$ cat config.mk
export PLATFORM = sky130hd
export DESIGN_NAME = dma_rate_meter
export DESIGN_NICKNAME = d
export VERILOG_FILES = /design/src/rtl/dma_rate_meter.sv
export SDC_FILE = /design/constraint.sdc
export NUM_CORES = 1
export LEC_CHECK = 0
export ABC_AREA = 1
export CORE_MARGIN = 8
export CORE_UTILIZATION = 50
export DETAILED_ROUTE_END_ITERATION = 8
export GPL_TIMING_DRIVEN = 0
export PLACE_DENSITY_LB_ADDON = 0.3
export SKIP_CTS_REPAIR_TIMING = 1
export SLEW_MARGIN = 20
export SYNTH_ARGS = -nofsm -noshare
export SYNTH_HDL_FRONTEND = slang
export SYNTH_SLANG_ARGS = --single-unit
$ cat constraint.sdc
create_clock -name clk -period 30.6 [get_ports clk]
set_input_delay 7.65 -clock clk [delete_from_list [all_inputs] [get_ports clk]]
set_output_delay 7.65 -clock clk [all_outputs]
set_load 0.01 [all_outputs]
$ cat src/rtl/dma_rate_meter.sv
// DMA TX/RX throughput meter: counts TLPs and payload DWORDs per CLK_FREQ-cycle window.
// Optional peak-hold registers are enabled by defining RATE_METER_PEAK_EN.
module dma_rate_meter #(
    parameter int CLK_FREQ = 125_000_000,
    parameter int DW_INC_W = 4
) (
    input  logic                clk,
    input  logic                sys_rst,
    input  logic                soft_reset,
    input  logic                meter_en,
    input  logic                tx_pkt,
    input  logic                tx_dw_vld,
    input  logic [DW_INC_W-1:0] tx_dw_cnt,
    input  logic                rx_pkt,
    input  logic                rx_dw_vld,
    input  logic [DW_INC_W-1:0] rx_dw_cnt,
    output logic [31:0]         dma_tx_pps,
    output logic [31:0]         dma_tx_dw,
    output logic [31:0]         dma_rx_pps,
    output logic [31:0]         dma_rx_dw,
`ifdef RATE_METER_PEAK_EN
    input  logic                peak_clr,
    output logic [31:0]         dma_tx_pps_peak,
    output logic [31:0]         dma_tx_dw_peak,
    output logic [31:0]         dma_rx_pps_peak,
    output logic [31:0]         dma_rx_dw_peak,
`endif
    output logic                sec_tick
);

    localparam int PW = (CLK_FREQ > 1) ? $clog2(CLK_FREQ) : 1;

    logic [PW-1:0] prescaler;
    logic [31:0]   acc_tx_pps;
    logic [31:0]   acc_tx_dw;
    logic [31:0]   acc_rx_pps;
    logic [31:0]   acc_rx_dw;

    logic          terminal;
    logic [31:0]   tx_pps_sum;
    logic [31:0]   tx_dw_sum;
    logic [31:0]   rx_pps_sum;
    logic [31:0]   rx_dw_sum;

    // Increments are small, so a carry out of bit 31 always means saturation.
    function automatic logic [31:0] sat_add(input logic [31:0] a, input logic [31:0] b);
        logic [32:0] s;
        s = {1'b0, a} + {1'b0, b};
        return s[32] ? 32'hFFFF_FFFF : s[31:0];
    endfunction

    assign terminal   = (prescaler == PW'(CLK_FREQ - 1));
    assign tx_pps_sum = sat_add(acc_tx_pps, 32'(meter_en & tx_pkt));
    assign rx_pps_sum = sat_add(acc_rx_pps, 32'(meter_en & rx_pkt));
    assign tx_dw_sum  = sat_add(acc_tx_dw, (meter_en && tx_dw_vld) ? 32'(tx_dw_cnt) : 32'd0);
    assign rx_dw_sum  = sat_add(acc_rx_dw, (meter_en && rx_dw_vld) ? 32'(rx_dw_cnt) : 32'd0);

    always_ff @(posedge clk or posedge sys_rst) begin
        if (sys_rst) begin
            prescaler  <= '0;
            acc_tx_pps <= '0;
            acc_tx_dw  <= '0;
            acc_rx_pps <= '0;
            acc_rx_dw  <= '0;
            dma_tx_pps <= '0;
            dma_tx_dw  <= '0;
            dma_rx_pps <= '0;
            dma_rx_dw  <= '0;
            sec_tick   <= 1'b0;
        end else if (soft_reset) begin
            // Restart the window; published values are deliberately left alone.
            prescaler  <= '0;
            acc_tx_pps <= '0;
            acc_tx_dw  <= '0;
            acc_rx_pps <= '0;
            acc_rx_dw  <= '0;
            sec_tick   <= 1'b0;
        end else if (terminal) begin
            // Events on the terminal cycle close out with this window.
            prescaler  <= '0;
            dma_tx_pps <= tx_pps_sum;
            dma_tx_dw  <= tx_dw_sum;
            dma_rx_pps <= rx_pps_sum;
            dma_rx_dw  <= rx_dw_sum;
            acc_tx_pps <= '0;
            acc_tx_dw  <= '0;
            acc_rx_pps <= '0;
            acc_rx_dw  <= '0;
            sec_tick   <= 1'b1;
        end else begin
            prescaler  <= prescaler + PW'(1);
            acc_tx_pps <= tx_pps_sum;
            acc_tx_dw  <= tx_dw_sum;
            acc_rx_pps <= rx_pps_sum;
            acc_rx_dw  <= rx_dw_sum;
            sec_tick   <= 1'b0;
        end
    end

`ifdef RATE_METER_PEAK_EN
    logic publish;

    function automatic logic [31:0] max32(input logic [31:0] a, input logic [31:0] b);
        return (a > b) ? a : b;
    endfunction

    assign publish = terminal && !soft_reset;

    // A clear that lands on a publish cycle restarts the peak from the new window value.
    always_ff @(posedge clk or posedge sys_rst) begin
        if (sys_rst) begin
            dma_tx_pps_peak <= '0;
            dma_tx_dw_peak  <= '0;
            dma_rx_pps_peak <= '0;
            dma_rx_dw_peak  <= '0;
        end else if (peak_clr) begin
            dma_tx_pps_peak <= publish ? tx_pps_sum : 32'd0;
            dma_tx_dw_peak  <= publish ? tx_dw_sum  : 32'd0;
            dma_rx_pps_peak <= publish ? rx_pps_sum : 32'd0;
            dma_rx_dw_peak  <= publish ? rx_dw_sum  : 32'd0;
        end else if (publish) begin
            dma_tx_pps_peak <= max32(dma_tx_pps_peak, tx_pps_sum);
            dma_tx_dw_peak  <= max32(dma_tx_dw_peak, tx_dw_sum);
            dma_rx_pps_peak <= max32(dma_rx_pps_peak, rx_pps_sum);
            dma_rx_dw_peak  <= max32(dma_rx_dw_peak, rx_dw_sum);
        end
    end
`endif

endmodule

==> results of run 1 <==
-- state kept, by name, summed over array words and instances, names as in the netlist --
| signal | count |
|---|---|
| acc_rx_dw | 32 |
| dma_tx_pps | 32 |
| acc_tx_pps | 32 |
| dma_rx_pps | 32 |
| dma_tx_dw | 32 |
| sec_tick | 1 |
| acc_tx_dw | 32 |
| dma_rx_dw | 32 |
| prescaler | 27 |
| acc_rx_pps | 32 |
-- layer usage --
metal / track usage [%] / vias to the layer above
li1: - / 6895
met1: 33.07 / 6633
met2: 41.32 / 362
met3: 3.808 / 71
met4: 6.194 / 0
met5: 0 / -
-- cells by family (layout without fill, tap and decap cells) --
logic type / Yosys count / in the layout
fa+ha+maj: 15 / 15
xor+xnor: 53 / 53
buf+inv: 261 / 463
compound gates: 77 / 77
simple gates: 1417 / 1417
flops: 284 / 284
-- synth_stat cells (all sizes together) --
master	n	area, µm²
a21boi	1	7.510
nand2	838	3146
a31oi	1	6.260
ha	13	162.7
nor3	36	196.4
o21ai	50	250.2
and2	3	18.77
inv	203	762.0
nand4	29	181.4
nor2	321	1207
nand3	146	745.7
nor3b	2	15.01
buf	41	297.8
nand3b	40	300.3
or2	2	12.51
clkbuf	17	63.81
a21oi	25	125.1
fa	2	40.04
xor2	32	280.3
dfrtp	284	7107
xnor2	21	183.9
-- critical path, stage by stage --
cell	delay (ns)
clkdlybuf4s50_1	0.70
nand2_1	0.27
nor2_1	0.07
ha_1	0.23
fa_1	0.42
nand2_1	0.10
nand2_1	0.10
nand3_2	0.17
nor2_1	0.10
nand2_1	0.21
buf_2	0.32
nand3_1	0.17
nand2_1	0.10
nand2_1	0.05
-- through the flow --
step,instance area (µm²),power (mW),setup WS [ns]
floorplan,15110,0.3994,15.11
global placement,17040,0.4081,11.58
detailed placement,17130,0.4101,19.80
CTS,18270,0.8247,20.37
global route,18270,0.8426,20.13
finish,18270,0.8192,20.36
-- area by class of cell --
class,count,share of cell area [%]
Sequential cell,284,38.90
Multi-Input combinational cell,1562,37.66
Timing Repair Buffer,147,8.342
Clock buffer,37,4.589
Inverter,203,4.212
Tap cell,390,2.671
Buffer,58,1.979
Clock inverter,18,1.644
-- worst max path at each step --
stage | start | to | slack [ns] | depth (start not counted)
after floorplan | sys_rst | acc_rx_dw[0] | 15.11 | 1
after global placement | sys_rst | dma_rx_dw[13] | 11.58 | 2
after detailed placement | meter_en | acc_rx_dw[16] | 19.80 | 14
after CTS | meter_en | dma_rx_pps[12] | 20.37 | 14
after global routing | meter_en | acc_rx_dw[26] | 20.13 | 14
final | meter_en | dma_rx_dw[26] | 20.36 | 14
-- power groups by stage --
stage	combinational, mW	clock, mW	sequential (mW)
after global routing	0.0279	0.437	0.378
after floorplan	0.0147	0	0.385
after global placement	0.0232	0	0.385
final	0.0248	0.417	0.378
after detailed placement	0.0253	0	0.385
after CTS	0.0254	0.421	0.378
==> metrics.txt, run 1 <==
# TYPE chip_impl_metric gauge
chip_impl_info{name="run_status",value="finished clean"} 1
chip_impl_info{name="most-common-layout-cells",value="nand2_1, nor2_1, dfrtp_1"} 1
chip_impl_metric{name="yosys.area_share.adder",unit="%"} 1.342
chip_impl_metric{name="hold-worst-slack",unit="ns"} 0.4776
chip_impl_metric{name="post_synth_instance_area",unit="µm²"} 15110
chip_impl_metric{name="setup_total_negative_slack",unit="ns"} 0
chip_impl_info{name="timing.critical_path.from_type",value="primary input"} 1
chip_impl_metric{name="grt_antenna_before_repair",unit=""} 0
chip_impl_metric{name="power_report.internal_total",unit="mW"} 0.6447
chip_impl_metric{name="sum_of_net_half_perimeters_after_detailed_placement",unit="µm"} 33800
chip_impl_metric{name="p_sw",unit="mW"} 0.1745
chip_impl_metric{name="finalNetCount",unit=""} 2317
chip_impl_metric{name="path_clk_slew",unit="ns"} 0.06
chip_impl_info{name="r2r_end",value="dma_tx_dw[13]"} 1
chip_impl_metric{name="slew-limit-headroom",unit="%"} 43.15
chip_impl_metric{name="synth_area_per_cell",unit="µm²"} 7.171
chip_impl_metric{name="final-max-slew-violation-count",unit=""} 0
chip_impl_metric{name="wl_met3",unit="µm"} 2557
chip_impl_metric{name="dieArea",unit="µm²"} 36040
chip_impl_metric{name="initial_utilization",unit="%"} 50.84
chip_impl_metric{name="grt_first_pass_wirelength",unit="µm"} 72340
chip_impl_info{name="dominant_combinational_cell_family_by_area_after_synthesis",value="simple AND/OR/NAND/NOR gates"} 1
chip_impl_metric{name="antenna_cells_inserted",unit=""} 0
chip_impl_metric{name="netSwitchingFraction",unit="%"} 21.30
chip_impl_metric{name="drt_drc_violations_left",unit=""} 0
chip_impl_metric{name="synth-simple-area-share",unit="%"} 38.54
chip_impl_metric{name="ys_warn_count",unit=""} 0
chip_impl_metric{name="cts.htree.levels",unit=""} 1
chip_impl_info{name="criticalPathCategory",value="in -> reg"} 1
chip_impl_metric{name="flow.area_growth_from_synthesis",unit="%"} 20.90
chip_impl_info{name="crit-reg2reg-launch",value="prescaler[0]"} 1
chip_impl_metric{name="cts_sinks",unit=""} 284
chip_impl_metric{name="r2r_setup_slack",unit="ns"} 28.00
chip_impl_metric{name="seq_area",unit="µm²"} 7107
chip_impl_metric{name="placed_cells",unit=""} 2644
chip_impl_metric{name="p_leak",unit="nW"} 8.932
chip_impl_info{name="mostFrequentLayoutCell",value="nand2_1"} 1
chip_impl_metric{name="floorplan.io_pins",unit=""} 145
chip_impl_metric{name="routabilityCongestion",unit=""} 0.9243
chip_impl_metric{name="core_area",unit="µm²"} 29720
chip_impl_metric{name="finalWirelength",unit="µm"} 44670
chip_impl_metric{name="compound_gate_portion_of_the_synthesized_area",unit="%"} 2.575
chip_impl_metric{name="timing.critical_path.arrival",unit="ns"} 10.69
chip_impl_metric{name="chipHeight",unit="µm"} 189.8
chip_impl_metric{name="clk_path_buf_depth",unit=""} 3
chip_impl_info{name="worst_hold_path_type",value="reg -> reg"} 1
chip_impl_info{name="worstSetupEndpointType",value="register"} 1
chip_impl_metric{name="synth.mux.area_fraction",unit="%"} 0
chip_impl_metric{name="whs_path_depth",unit=""} 2
chip_impl_info{name="unrepaired_setup_endpoints_after_global_routing",value="no"} 1
chip_impl_info{name="hold-path-endpoint",value="dma_tx_dw[12]"} 1
chip_impl_metric{name="final.fill_count",unit=""} 2782
chip_impl_metric{name="met1_layer_wirelength_in_the_final_routing",unit="µm"} 20270
chip_impl_metric{name="max_freq",unit="GHz"} 0.09766
chip_impl_metric{name="power_density",unit="nW/µm²"} 44.85
chip_impl_metric{name="grt_max_degree",unit=""} 105
chip_impl_metric{name="multi_input_area",unit="µm²"} 6879
chip_impl_metric{name="dr.pass1.iters",unit=""} 5
chip_impl_metric{name="proportion_of_synthesized_chip_area_in_sequential_cells",unit="%"} 47.04
chip_impl_metric{name="syn-num-nets",unit=""} 2138
chip_impl_metric{name="dr_wl_met2",unit="µm"} 20900
chip_impl_metric{name="numCtsBuffers",unit=""} 30
chip_impl_metric{name="ys_seq_elements",unit=""} 284
chip_impl_metric{name="post_synth_inst_count",unit=""} 2107
chip_impl_metric{name="critical_path_required",unit="ns"} 31.05
chip_impl_metric{name="synth_cell_types",unit=""} 30
chip_impl_info{name="top_signal_layer_used",value="met4"} 1
chip_impl_metric{name="wl_per_cell",unit="µm"} 16.55
chip_impl_metric{name="synth_xor_xnor_area_share",unit="%"} 3.072
chip_impl_metric{name="final_layout_size_suffix_gt1_share",unit="%"} 4.591
chip_impl_metric{name="clk_lat_worst_skew",unit="ns"} 0.57
chip_impl_metric{name="tightestPinTransition",unit="ns"} 0.8527
chip_impl_metric{name="final_cells",unit=""} 2699
chip_impl_metric{name="ir_worst_vdd",unit="V"} 0.00004887
chip_impl_metric{name="io_buffer_count",unit=""} 144
chip_impl_metric{name="final-hold-violation-count",unit=""} 0
chip_impl_info{name="worstHoldStart",value="dma_tx_dw[12]"} 1
chip_impl_metric{name="timing.final.setup_violations",unit=""} 0
chip_impl_metric{name="vias_in_the_first_global_route",unit=""} 13590
chip_impl_info{name="clk_root_buffer_cell",value="clkbuf_16"} 1
chip_impl_metric{name="dr_total_vias",unit=""} 13961
chip_impl_metric{name="power.share.combinational",unit="%"} 3.0
chip_impl_metric{name="via_per_inst",unit=""} 5.173
chip_impl_metric{name="globalRouteOverflowTotal",unit=""} 0
chip_impl_metric{name="fin_skew",unit="ns"} 0.02020
chip_impl_metric{name="ant_nets",unit=""} 0
chip_impl_metric{name="final.period_utilization",unit="%"} 33.46
chip_impl_metric{name="minimum_period_implied_by_the_final_worst_setup_slack",unit="ns"} 10.24
chip_impl_metric{name="die_x",unit="µm"} 189.8
chip_impl_metric{name="share_clk_of_total_power",unit="%"} 50.8
chip_impl_metric{name="critical_path.max_fanout",unit=""} 10
chip_impl_metric{name="detail_route.iter0.violations",unit=""} 1093
chip_impl_metric{name="cap_violations",unit=""} 0
chip_impl_metric{name="power.sequential.fraction",unit="%"} 46.1
chip_impl_metric{name="reg2regPathDepth",unit=""} 11
chip_impl_metric{name="num_rows",unit=""} 63
chip_impl_metric{name="postLayoutCoreUtil",unit="%"} 61.47
chip_impl_info{name="clock_tree_from_tritoncts",value="yes"} 1
chip_impl_metric{name="gr-usage-all-layers",unit="%"} 24.66
No activity file was read; power rests on OpenSTA's default activity.
==> inputs of run 2 (changes only) <==
==> constraint.sdc (replaced) <==
create_clock -name clk -period 10.43 [get_ports clk]
set_input_delay 2.6075 -clock clk [delete_from_list [all_inputs] [get_ports clk]]
set_output_delay 2.6075 -clock clk [all_outputs]
set_load 0.01 [all_outputs]
==> metrics.txt, run 2 (synthesis results as in run 1) <==
# TYPE chip_impl_metric gauge
chip_impl_metric{name="total_power",unit="mW"} 2.290
chip_impl_info{name="clk_root_buffer_cell",value="clkbuf_16"} 1
chip_impl_metric{name="wl_per_cell",unit="µm"} 16.46
chip_impl_metric{name="initial_utilization",unit="%"} 50.84
chip_impl_metric{name="power_report.internal_total",unit="mW"} 1.790
chip_impl_metric{name="cap_violations",unit=""} 0
chip_impl_metric{name="via_per_inst",unit=""} 5.201
chip_impl_metric{name="flow.area_growth_from_synthesis",unit="%"} 20.75
chip_impl_metric{name="die_x",unit="µm"} 189.8
chip_impl_metric{name="grt_max_degree",unit=""} 35
chip_impl_metric{name="cts_sinks",unit=""} 284
chip_impl_info{name="run_status",value="finished clean"} 1
chip_impl_metric{name="minimum_period_implied_by_the_final_worst_setup_slack",unit="ns"} 5.198
chip_impl_metric{name="fin_skew",unit="ns"} 0.009886
chip_impl_metric{name="final-max-slew-violation-count",unit=""} 0
chip_impl_metric{name="slew-limit-headroom",unit="%"} 46.68
chip_impl_metric{name="setup_total_negative_slack",unit="ns"} 0
chip_impl_metric{name="grt_antenna_before_repair",unit=""} 0
chip_impl_metric{name="dieArea",unit="µm²"} 36040
chip_impl_metric{name="critical_path_required",unit="ns"} 10.88
chip_impl_metric{name="num_rows",unit=""} 63
chip_impl_metric{name="gr-usage-all-layers",unit="%"} 24.58
chip_impl_metric{name="netSwitchingFraction",unit="%"} 21.84
chip_impl_metric{name="numCtsBuffers",unit=""} 30
chip_impl_metric{name="final-hold-violation-count",unit=""} 0
chip_impl_metric{name="chipHeight",unit="µm"} 189.8
chip_impl_metric{name="power.sequential.fraction",unit="%"} 48.4
chip_impl_metric{name="multi_input_area",unit="µm²"} 6879
chip_impl_metric{name="timing.final.setup_violations",unit=""} 0
chip_impl_metric{name="grt_first_pass_wirelength",unit="µm"} 72150
chip_impl_metric{name="final.fill_count",unit=""} 2722
chip_impl_info{name="worstSetupEndpointType",value="register"} 1
chip_impl_metric{name="core_area",unit="µm²"} 29720
chip_impl_metric{name="p_leak",unit="nW"} 8.919
chip_impl_info{name="timing.critical_path.from_type",value="primary input"} 1
chip_impl_metric{name="ir_worst_vdd",unit="V"} 0.0001243
chip_impl_metric{name="final.period_utilization",unit="%"} 49.83
chip_impl_metric{name="critical_path.max_fanout",unit=""} 10
chip_impl_info{name="mostFrequentLayoutCell",value="nand2_1"} 1
chip_impl_metric{name="sum_of_net_half_perimeters_after_detailed_placement",unit="µm"} 33930
chip_impl_info{name="criticalPathCategory",value="in -> reg"} 1
chip_impl_metric{name="max_freq",unit="GHz"} 0.1924
chip_impl_metric{name="dr_total_vias",unit=""} 14068
chip_impl_metric{name="dr.pass1.iters",unit=""} 5
chip_impl_metric{name="power_density",unit="nW/µm²"} 125.5
chip_impl_metric{name="power.share.combinational",unit="%"} 3.4
chip_impl_metric{name="ant_nets",unit=""} 0
chip_impl_metric{name="floorplan.io_pins",unit=""} 145
chip_impl_metric{name="p_sw",unit="mW"} 0.5000
chip_impl_metric{name="drt_drc_violations_left",unit=""} 0
chip_impl_metric{name="finalWirelength",unit="µm"} 44520
chip_impl_info{name="critical_path.cell_chain",value="clkdlybuf4s50_1 > nand2_1 > inv_1 > ha_1 > ha_1 > nand3_1 > inv_1 > nand2_1 > nor2_1 > nand2_1 > buf_1 > nand3_1 > nand2_1 > inv_1"} 1
chip_impl_metric{name="finalNetCount",unit=""} 2323
chip_impl_info{name="timing.critical_path.mode_cell",value="nand2_1"} 1
chip_impl_metric{name="timing.critical_path.arrival",unit="ns"} 5.65
chip_impl_metric{name="seq_area",unit="µm²"} 7107
chip_impl_metric{name="antenna_cells_inserted",unit=""} 0
chip_impl_metric{name="detail_route.iter0.violations",unit=""} 1099
chip_impl_metric{name="globalRouteOverflowTotal",unit=""} 0
chip_impl_metric{name="path_clk_slew",unit="ns"} 0.06
chip_impl_metric{name="vias_in_the_first_global_route",unit=""} 13719
chip_impl_metric{name="share_clk_of_total_power",unit="%"} 48.2
chip_impl_info{name="unrepaired_setup_endpoints_after_global_routing",value="no"} 1
chip_impl_metric{name="routabilityCongestion",unit=""} 0.9538
chip_impl_info{name="clock_tree_from_tritoncts",value="yes"} 1
chip_impl_metric{name="reg2regPathDepth",unit=""} 11
chip_impl_metric{name="cts.htree.levels",unit=""} 1
chip_impl_metric{name="max_stage_delay",unit="ns"} 0.68
chip_impl_metric{name="io_buffer_count",unit=""} 144
chip_impl_info{name="timing.critical_path.slowest_stage_cell",value="clkdlybuf4s50_1"} 1
chip_impl_metric{name="clk_lat_worst_skew",unit="ns"} 0.55
chip_impl_info{name="worst_hold_path_type",value="reg -> reg"} 1
chip_impl_metric{name="clk_path_buf_depth",unit=""} 3
chip_impl_metric{name="final_layout_size_suffix_gt1_share",unit="%"} 4.708
chip_impl_metric{name="whs_path_depth",unit=""} 2
chip_impl_info{name="most-common-layout-cells",value="nand2_1, nor2_1, dfrtp_1"} 1
chip_impl_metric{name="tightestPinTransition",unit="ns"} 0.7998
## run 2: area by class of cell
type / instances / area share (%)
plain buffers: 58 / 1.982
clock buffers: 39 / 4.581
clock inverters: 16 / 1.022
inverters: 203 / 4.197
multi-input cells: 1562 / 37.70
flip-flops and latches: 284 / 38.95
well taps: 390 / 2.675
repair buffers: 153 / 8.888
## run 2: final timing paths
kind / startpoint / endpoint / slack, ns
setup / recovery: meter_en / acc_rx_pps[31] / 5.23
hold reg to reg: dma_tx_dw[19] / dma_tx_dw[19] / 0.48
hold / removal: dma_tx_dw[19] / dma_tx_dw[19] / 0.48
setup reg to reg: prescaler[0] / dma_tx_dw[13] / 7.82
max in group asynchronous: sys_rst / acc_rx_dw[8] / 7.11
min in group asynchronous: sys_rst / dma_tx_dw[16] / 2.36
## run 2: per-layer routing
layer	routed length [µm]	global-route usage, %	part of all wire, %
met2	20400	39.82	46
met3	2854	4.156	6.4
met4	1411	8.058	3.2
met5	0	0	0
met1	19850	33.18	45
## run 2: critical path: cells and delay by family
kind / cells / cell delay [ns]
buffers and inverters: 5 / 1.39
adders and majority gates: 2 / 0.44
and+or+nand+nor: 7 / 1.20
## run 2: stage by stage
stage | cells | utilization, % | hold slack [ns] | cell area [µm²] | worst slack (ns)
after floorplan | 2107 | - | 0.4916 | 15110 | 4.059
after global placement | 2641 | 57.35 | 0.4620 | 17040 | 1.953
after detailed placement | 2650 | 57.96 | 0.4637 | 17220 | 4.674
after CTS | 2705 | 61.40 | 0.4806 | 18250 | 5.258
after global routing | 2705 | 61.40 | 0.4931 | 18250 | 5.037
final | 2705 | 61.40 | 0.4754 | 18250 | 5.232
## run 2: power groups by stage
stage               logic [mW]  clock network [mW]  registers (mW)
floorplan               0.0433                   0            1.13
global placement        0.0683                   0            1.13
detailed placement      0.0782                   0            1.13
CTS                     0.0790                1.12            1.11
global route            0.0867                1.17            1.11
finish                  0.0768                1.10            1.11
